`src/rtl/tone_sequencer_pkg.sv`:
```
`default_nettype none
// +----------------------------------------------------------------------------+
// | Module  : tone_seq_pkg                                                     |
// | Brief   : Shared types and defaults for the tone sequencer family.         |
// | Revision: 1.0  initial release                                             |
// +----------------------------------------------------------------------------+
package tone_seq_pkg;

    typedef logic [13:0] freq_t;

    typedef enum logic [2:0] {
        IDLE = 3'd0,
        LOAD = 3'd1,
        PLAY = 3'd2,
        GAP  = 3'd3,
        END  = 3'd4
    } seq_state_t;

    localparam int c_F_MIN_DEFAULT = 100;
    localparam int c_F_MAX_DEFAULT = 8000;

endpackage
`default_nettype wire

```
`src/rtl/tone_sequencer_if.sv`:
```
`default_nettype none
// +----------------------------------------------------------------------------+
// | Module  : tone_sequencer_if                                                |
// | Brief   : Song ROM bus between the sequencer (master) and the ROM (slave). |
// | Revision: 1.0  initial release                                             |
// +----------------------------------------------------------------------------+
interface tone_sequencer_if #(
    parameter int ADDR_W = 4
);
    import tone_seq_pkg::*;

    logic [ADDR_W-1:0] note_addr;
    freq_t             note_freq_in;
    logic [3:0]        note_beats_in;

    modport master (
        output note_addr,
        input  note_freq_in,
        input  note_beats_in
    );

    modport slave (
        input  note_addr,
        output note_freq_in,
        output note_beats_in
    );

endinterface
`default_nettype wire

```
`src/rtl/tone_sequencer_freq_clamp.sv`:
```
`default_nettype none
// +----------------------------------------------------------------------------+
// | Module  : freq_clamp                                                       |
// | Brief   : Limits a 14-bit frequency to [F_MIN, F_MAX]; zero (rest) passes. |
// | Revision: 1.0  initial release                                             |
// +----------------------------------------------------------------------------+
module freq_clamp
    import tone_seq_pkg::*;
#(
    parameter int F_MIN = c_F_MIN_DEFAULT,
    parameter int F_MAX = c_F_MAX_DEFAULT
) (
    input  freq_t i_freq,
    output freq_t o_freq
);

    localparam freq_t c_LO = freq_t'(F_MIN);
    localparam freq_t c_HI = freq_t'(F_MAX);

    always_comb begin
        o_freq = i_freq;
        if (i_freq == '0) begin
            o_freq = '0;
        end else if (i_freq < c_LO) begin
            o_freq = c_LO;
        end else if (i_freq > c_HI) begin
            o_freq = c_HI;
        end
    end

endmodule
`default_nettype wire

```
`src/rtl/tone_sequencer.sv`:
```
`default_nettype none
// +----------------------------------------------------------------------------+
// | Module  : tone_sequencer                                                   |
// | Brief   : Steps through a song ROM and drives the tone generator / gate.   |
// | Revision: 1.0  initial release                                             |
// +----------------------------------------------------------------------------+
module tone_sequencer
    import tone_seq_pkg::*;
#(
    parameter int NOTE_COUNT     = 16,
    parameter int ADDR_W         = 4,
    parameter int TICKS_PER_BEAT = 4000,
    parameter int GAP_TICKS      = 320,
    parameter int F_MIN          = c_F_MIN_DEFAULT,
    parameter int F_MAX          = c_F_MAX_DEFAULT
) (
    input  logic             CLK_32KHz,
    input  logic             reset_n,
    input  logic             start,
    input  logic             stop,
    input  logic             loop_en,
    tone_sequencer_if.master rom,
    output freq_t            gen_frequency,
    output logic             gen_phase_rst_n,
    output logic             gate,
    output logic             busy,
    output logic             done
);

    localparam logic [ADDR_W-1:0] c_LAST_ADDR = ADDR_W'(NOTE_COUNT - 1);
    localparam logic [15:0]       c_GAP_LAST  = 16'(GAP_TICKS - 1);

    seq_state_t        r_state, w_nxt_state;
    logic [ADDR_W-1:0] r_addr,  w_nxt_addr;
    freq_t             r_freq,  w_nxt_freq;
    logic [15:0]       r_cnt,   w_nxt_cnt;
    logic              r_gate,  w_nxt_gate;
    logic              r_prst_n, w_nxt_prst_n;
    logic              r_busy;
    logic              r_done,  w_nxt_done;
    freq_t             w_clamped;
    logic [15:0]       w_play_last;

    freq_clamp #(
        .F_MIN (F_MIN),
        .F_MAX (F_MAX)
    ) u_clamp (
        .i_freq (rom.note_freq_in),
        .o_freq (w_clamped)
    );

    // Counter holds remaining PLAY cycles minus one, so PLAY spans beats*T-GAP cycles.
    assign w_play_last = 16'(32'(rom.note_beats_in) * 32'(TICKS_PER_BEAT)
                             - 32'(GAP_TICKS + 1));

    always_comb begin
        w_nxt_state  = r_state;
        w_nxt_addr   = r_addr;
        w_nxt_freq   = r_freq;
        w_nxt_cnt    = r_cnt;
        w_nxt_gate   = r_gate;
        w_nxt_prst_n = r_prst_n;
        w_nxt_done   = 1'b0;

        // Abort wins over every other transition, including the END decision.
        if (stop && (r_state != IDLE)) begin
            w_nxt_state  = IDLE;
            w_nxt_addr   = '0;
            w_nxt_freq   = '0;
            w_nxt_cnt    = '0;
            w_nxt_gate   = 1'b0;
            w_nxt_prst_n = 1'b0;
        end else begin
            case (r_state)
                IDLE: begin
                    if (start && !stop) begin
                        w_nxt_state  = LOAD;
                        w_nxt_addr   = '0;
                        w_nxt_prst_n = 1'b0;
                    end
                end
                LOAD: begin
                    w_nxt_prst_n = 1'b1;
                    if (rom.note_beats_in == 4'd0) begin
                        w_nxt_state = END;
                        w_nxt_gate  = 1'b0;
                    end else begin
                        w_nxt_state = PLAY;
                        w_nxt_freq  = w_clamped;
                        w_nxt_cnt   = w_play_last;
                        w_nxt_gate  = (w_clamped != '0);
                    end
                end
                PLAY: begin
                    if (r_cnt == 16'd0) begin
                        w_nxt_state = GAP;
                        w_nxt_cnt   = c_GAP_LAST;
                        w_nxt_gate  = 1'b0;
                    end else begin
                        w_nxt_cnt = r_cnt - 16'd1;
                    end
                end
                GAP: begin
                    if (r_cnt != 16'd0) begin
                        w_nxt_cnt = r_cnt - 16'd1;
                    end else if (r_addr == c_LAST_ADDR) begin
                        w_nxt_state = END;
                    end else begin
                        w_nxt_state  = LOAD;
                        w_nxt_addr   = r_addr + 1'b1;
                        w_nxt_prst_n = 1'b0;
                    end
                end
                END: begin
                    w_nxt_addr   = '0;
                    w_nxt_prst_n = 1'b0;
                    w_nxt_gate   = 1'b0;
                    if (loop_en) begin
                        w_nxt_state = LOAD;
                    end else begin
                        w_nxt_state = IDLE;
                        w_nxt_freq  = '0;
                        w_nxt_done  = 1'b1;
                    end
                end
                default: begin
                    w_nxt_state  = IDLE;
                    w_nxt_addr   = '0;
                    w_nxt_freq   = '0;
                    w_nxt_cnt    = '0;
                    w_nxt_gate   = 1'b0;
                    w_nxt_prst_n = 1'b0;
                end
            endcase
        end
    end

    always_ff @(posedge CLK_32KHz or negedge reset_n) begin
        if (!reset_n) begin
            r_state  <= IDLE;
            r_addr   <= '0;
            r_freq   <= '0;
            r_cnt    <= '0;
            r_gate   <= 1'b0;
            r_prst_n <= 1'b0;
            r_busy   <= 1'b0;
            r_done   <= 1'b0;
        end else begin
            r_state  <= w_nxt_state;
            r_addr   <= w_nxt_addr;
            r_freq   <= w_nxt_freq;
            r_cnt    <= w_nxt_cnt;
            r_gate   <= w_nxt_gate;
            r_prst_n <= w_nxt_prst_n;
            r_busy   <= (w_nxt_state != IDLE);
            r_done   <= w_nxt_done;
        end
    end

    assign rom.note_addr     = r_addr;
    assign gen_frequency     = r_freq;
    assign gen_phase_rst_n   = r_prst_n;
    assign gate              = r_gate;
    assign busy              = r_busy;
    assign done              = r_done;

endmodule
`default_nettype wire

```
`src/flat_wrapper.sv`:
```
// flat-port wrapper written by rule: the top's interface ports become plain ports
module tone_sequencer_flat import tone_seq_pkg::*;
#(
    parameter int NOTE_COUNT     = 16,
    parameter int ADDR_W         = 4,
    parameter int TICKS_PER_BEAT = 4000,
    parameter int GAP_TICKS      = 320,
    parameter int F_MIN          = c_F_MIN_DEFAULT,
    parameter int F_MAX          = c_F_MAX_DEFAULT
)
  (CLK_32KHz, reset_n, start, stop, loop_en, gen_frequency, gen_phase_rst_n, gate, busy, done, rom_note_addr, rom_note_freq_in, rom_note_beats_in);
  tone_sequencer_if #(.ADDR_W(ADDR_W)) rom_i ();
  input  logic CLK_32KHz;
  input  logic reset_n;
  input  logic start;
  input  logic stop;
  input  logic loop_en;
  output freq_t gen_frequency;
  output logic gen_phase_rst_n;
  output logic gate;
  output logic busy;
  output logic done;
  output wire logic [$bits(rom_i.note_addr)-1:0] rom_note_addr;
  input wire logic [$bits(rom_i.note_freq_in)-1:0] rom_note_freq_in;
  input wire logic [$bits(rom_i.note_beats_in)-1:0] rom_note_beats_in;
  assign rom_note_addr = rom_i.note_addr;
  assign rom_i.note_freq_in = rom_note_freq_in;
  assign rom_i.note_beats_in = rom_note_beats_in;
  tone_sequencer #(.NOTE_COUNT(NOTE_COUNT), .ADDR_W(ADDR_W), .TICKS_PER_BEAT(TICKS_PER_BEAT), .GAP_TICKS(GAP_TICKS), .F_MIN(F_MIN), .F_MAX(F_MAX)) u_core (.CLK_32KHz(CLK_32KHz), .reset_n(reset_n), .start(start), .stop(stop), .loop_en(loop_en), .rom(rom_i), .gen_frequency(gen_frequency), .gen_phase_rst_n(gen_phase_rst_n), .gate(gate), .busy(busy), .done(done));
endmodule
```
`config.mk`:
```
export PLATFORM = sky130hd
export DESIGN_NAME = tone_sequencer_flat
export DESIGN_NICKNAME = d
export VERILOG_FILES = /design/src/rtl/tone_sequencer_pkg.sv /design/src/rtl/tone_sequencer_if.sv /design/src/rtl/tone_sequencer_freq_clamp.sv /design/src/rtl/tone_sequencer.sv /design/src/flat_wrapper.sv
export SDC_FILE = /design/constraint.sdc
export NUM_CORES = 1
export LEC_CHECK = 0
export CAP_MARGIN = 20
export CORE_MARGIN = 4
export CORE_UTILIZATION = 50
export CTS_CLUSTER_DIAMETER = 50
export DETAILED_ROUTE_END_ITERATION = 16
export PLACE_DENSITY = 0.87
export SLEW_MARGIN = 15
export SYNTH_ARGS = -nofsm -noshare
export SYNTH_HDL_FRONTEND = slang
export SYNTH_SLANG_ARGS = --single-unit
export TNS_END_PERCENT = 5
```
`constraint.sdc`:
```
create_clock -name CLK_32KHz -period 2.3 [get_ports CLK_32KHz]
set_clock_uncertainty 0.05 [all_clocks]
set_input_delay 0.46 -clock CLK_32KHz [delete_from_list [all_inputs] [get_ports CLK_32KHz]]
set_output_delay 0.46 -clock CLK_32KHz [all_outputs]
set_load 0.03 [all_outputs]
```
==> qor.csv <==
stage,metric,value,unit
outcome,status,finished with violations,
outcome,failing checks,negative setup slack,
die,io pins,45,
die,Die ar.,7439,um^2
placed_design,Placed Area,4232,um^2
final_layout,post-route cell area,4507,um^2
placed_design,Final GP Congestion,0.8905,
die,core area,5921,um^2
clock_network,clock latency on the worst-skew pair,0.31,ns
critical_path,Critical Path Start Type,primary input,
final_layout,most frequent cells in the layout,"78 x buf_4, 41 x dfrtp_1, 39 x clkdlybuf4s50_1",
final_layout,layout overhead on the synthesized area,47.20,%
synth,Synth warnings,0,
power_and_ir_drop,Power Dens Cells,1298,nW/um^2
critical_path,worst-path fanout max,5,
timing,Slew @ Worst Pin,1.183,ns
clock_network,# H-tree levels,2,
power_and_ir_drop,Clk network pwr share,10.3,%
critical_path,Crit. End Element,flip-flop,
placed_design,IO buf count,44,
grt,antenna violations before repair,0,
power_and_ir_drop,P_int,3.156,mW
clock_network,CTS Root Cell,clkbuf_8,
worst_hold_path,worst hold path class,primary input to asynchronous set/reset pin,
grt,GRT Total Usage,26.00,%
route,DR vias,3352,
route,Detail Route Antenna Nets,0,
synth,Post-synth EDFFs,0,
final_layout,most common library cell in the layout ignoring fill and taps,buf_4,
clock_network,total CTS buffers,5,
final_layout,Finished Core Util,76.12,%
route,Remaining DRCs,0,
clock_network,Max clock buf depth,2,
critical_path,cells on worst reg2reg path,10,
timing,setup ws final,-0.8538,ns
critical_path,Worst Path Required,2.47,ns
final_layout,share of cells above drive strength 1,28.31,%
clock_network,Post-CTS Hold Buffers,0,
synth,#FFs+latches synth,41,
synth,Mapped Area,3062,um^2
power_and_ir_drop,Comb power frac,69.7,%
timing,setup TNS,-6.081,ns
synth,post-synthesis async set-or-reset flop share,100.0,%
run,Max Cap Violations,0,
route,number of detailed-route iterations in the first pass,5,
grt,global-route wire length before repair,15.44,mm
route,initial drt markers,306,
final_layout,Antenna Cells,0,
synth,syn nets,408,
die,Initial Utilization,51.71,%
power_and_ir_drop,Seq pwr share,20.0,%
grt,number of global-route vias before repair,3405,
die,DIE HEIGHT,86.25,um
timing,RSZ-0062 raised after global routing,yes,
timing,Period minus WS final,3.154,ns
grt,largest net degree at the start of global routing,23,
final_layout,# fillers,383,
route,Routed WL,9.367,mm
critical_path,WP data arrival,3.33,ns
clock_network,Sink Count,41,
synth,Synth Area per Inst,8.552,um^2
power_and_ir_drop,VDD IR-drop max,0.0007729,V
synth,most common flop cell mapped by yosys,dfrtp_1,
timing,setup violators final,25,
timing,Final Cycle Share,137.1,%
power_and_ir_drop,switching part of the total power,46.07,%
route,Via-to-Cell Ratio,5.996,
clock_network,CTS tree,built,
clock_network,clk slew on worst S/H paths,0.09,ns
die,std cell rows,28,
die,die width,86.25,um
timing,worst hold margin,0.05942,ns
timing,maximum clock rate,0.3171,GHz
power_and_ir_drop,sw power,2.696,mW
timing,final hold violation count,0,
power_and_ir_drop,static leakage,2.078,nW
final_layout,fin nets,533,
route,routed len/inst,16.76,um
placed_design,Post-DP HPWL,7.100,mm
synth,register area share after synthesis,33.51,%
timing,Max Slew Vio Count,0,
critical_path,CP Class,primary input to flip-flop,
synth,Gate Count Post-Synth,358,
synth,Yosys cell types,56,
timing,relative slew slack,20.39,%
grt,GR Overflow Total,0,
path summary, 6_finish.rpt:
| kind | start | end | slack [ns] |
|---|---|---|---|
| max | rom_note_beats_in[2] | u_core.r_cnt[15] | -0.85 |
| min | reset_n | u_core.gen_phase_rst_n | 0.06 |
| max reg2reg | u_core.r_cnt[1] | u_core.r_cnt[15] | -0.18 |
| min reg2reg | u_core.gate | u_core.gate | 0.43 |
| max in group asynchronous | reset_n | u_core.r_cnt[2] | 1.57 |
| min in group CLK_32KHz | u_core.gate | u_core.gate | 0.43 |
layer usage:
layer  track usage, %  vias up  part of all wire, %
met1            29.13     1617                   38
li1                 -     1547                    -
met3            3.707       30                  5.1
met4            12.61        0                  3.0
met2            48.07      158                   54
met5                0        -                    0
kinds of logic after synthesis:
logic type | after synthesis | synth area share [%]
buf+inv | 35 | 4.454
xor+xnor | 11 | 3.596
simple gates | 128 | 21.01
flops | 41 | 33.51
compound gates | 116 | 24.68
fa+ha+maj | 27 | 12.75
sequential cells by signal, indices dropped and copies added (netlist names):
| register | count |
|---|---|
| u_core.rom.note_addr | 4 |
| u_core.r_state | 3 |
| u_core.busy | 1 |
| u_core.gen_frequency | 14 |
| u_core.r_cnt | 16 |
| u_core.done | 1 |
| u_core.gen_phase_rst_n | 1 |
| u_core.gate | 1 |
cell usage after synthesis, types with 3 or more instances:
master / number / area, um^2
xor2_1: 5 / 43.79
clkbuf_1: 6 / 22.52
xnor2_1: 5 / 43.79
nand3_1: 10 / 50.05
o21ai_1: 4 / 20.02
nor3_1: 15 / 75.07
inv_1: 27 / 101.4
nor3b_1: 4 / 30.03
or2_2: 8 / 50.05
a21oi_1: 15 / 75.07
nand2_1: 32 / 120.1
a21o_1: 7 / 52.55
a22oi_1: 4 / 30.03
nor2_1: 34 / 127.6
fa_1: 7 / 140.1
dfrtp_1: 41 / 1026
nand2b_1: 5 / 31.28
a211oi_1: 4 / 30.03
o21ai_0: 40 / 200.2
nor4_1: 4 / 25.02
a32oi_1: 3 / 26.28
nor2b_1: 4 / 25.02
o31ai_1: 3 / 22.52
ha_1: 20 / 250.2
o211ai_1: 4 / 30.03
a22o_1: 4 / 35.03
a31oi_1: 4 / 25.02
critical path: stages:
cell,delay (ns)
buf_8,0.10
fa_2,0.60
inv_2,0.05
fa_1,0.53
inv_2,0.06
ha_4,0.17
or2_4,0.24
o2111ai_2,0.22
o311ai_4,0.14
nor4_2,0.30
xnor3_1,0.27
o211ai_1,0.18
layout make-up:
cell class,instances,area (um^2),share of cell area (%)
sequential,41,1026,22.77
clock inverter,3,46.29,1.027
tap,75,93.84,2.082
timing repair buffer,126,1075,23.85
clock buffer,5,68.82,1.527
multi-input combinational,282,2096,46.50
inverter,27,101.3,2.249
metrics by stage:
step | total power [mW] | std cells | setup WS, ns
after CTS | 5.598 | 559 | -0.8276
after global placement | 4.692 | 551 | -1.426
after floorplan | 3.240 | 358 | -0.9127
after detailed placement | 4.829 | 551 | -1.637
final | 5.852 | 559 | -0.8538
after global routing | 6.232 | 559 | -0.9255
power by group through the flow:
stage / Sequential [mW] / Clock [mW] / Combinational [mW]
after floorplan: 1.34 / 0 / 1.90
after global placement: 1.15 / 0 / 3.54
after detailed placement: 1.16 / 0 / 3.67
after CTS: 1.16 / 0.606 / 3.83
after global routing: 1.19 / 0.645 / 4.39
final: 1.17 / 0.600 / 4.08
timing repair:
action | CTS | global route
pin swaps | 21 | 10
setup endpoints to repair | 37 | 33
buffers inserted | 0 | 0
resized for setup | 36 | 26
(Power assumes the default switching activity.)
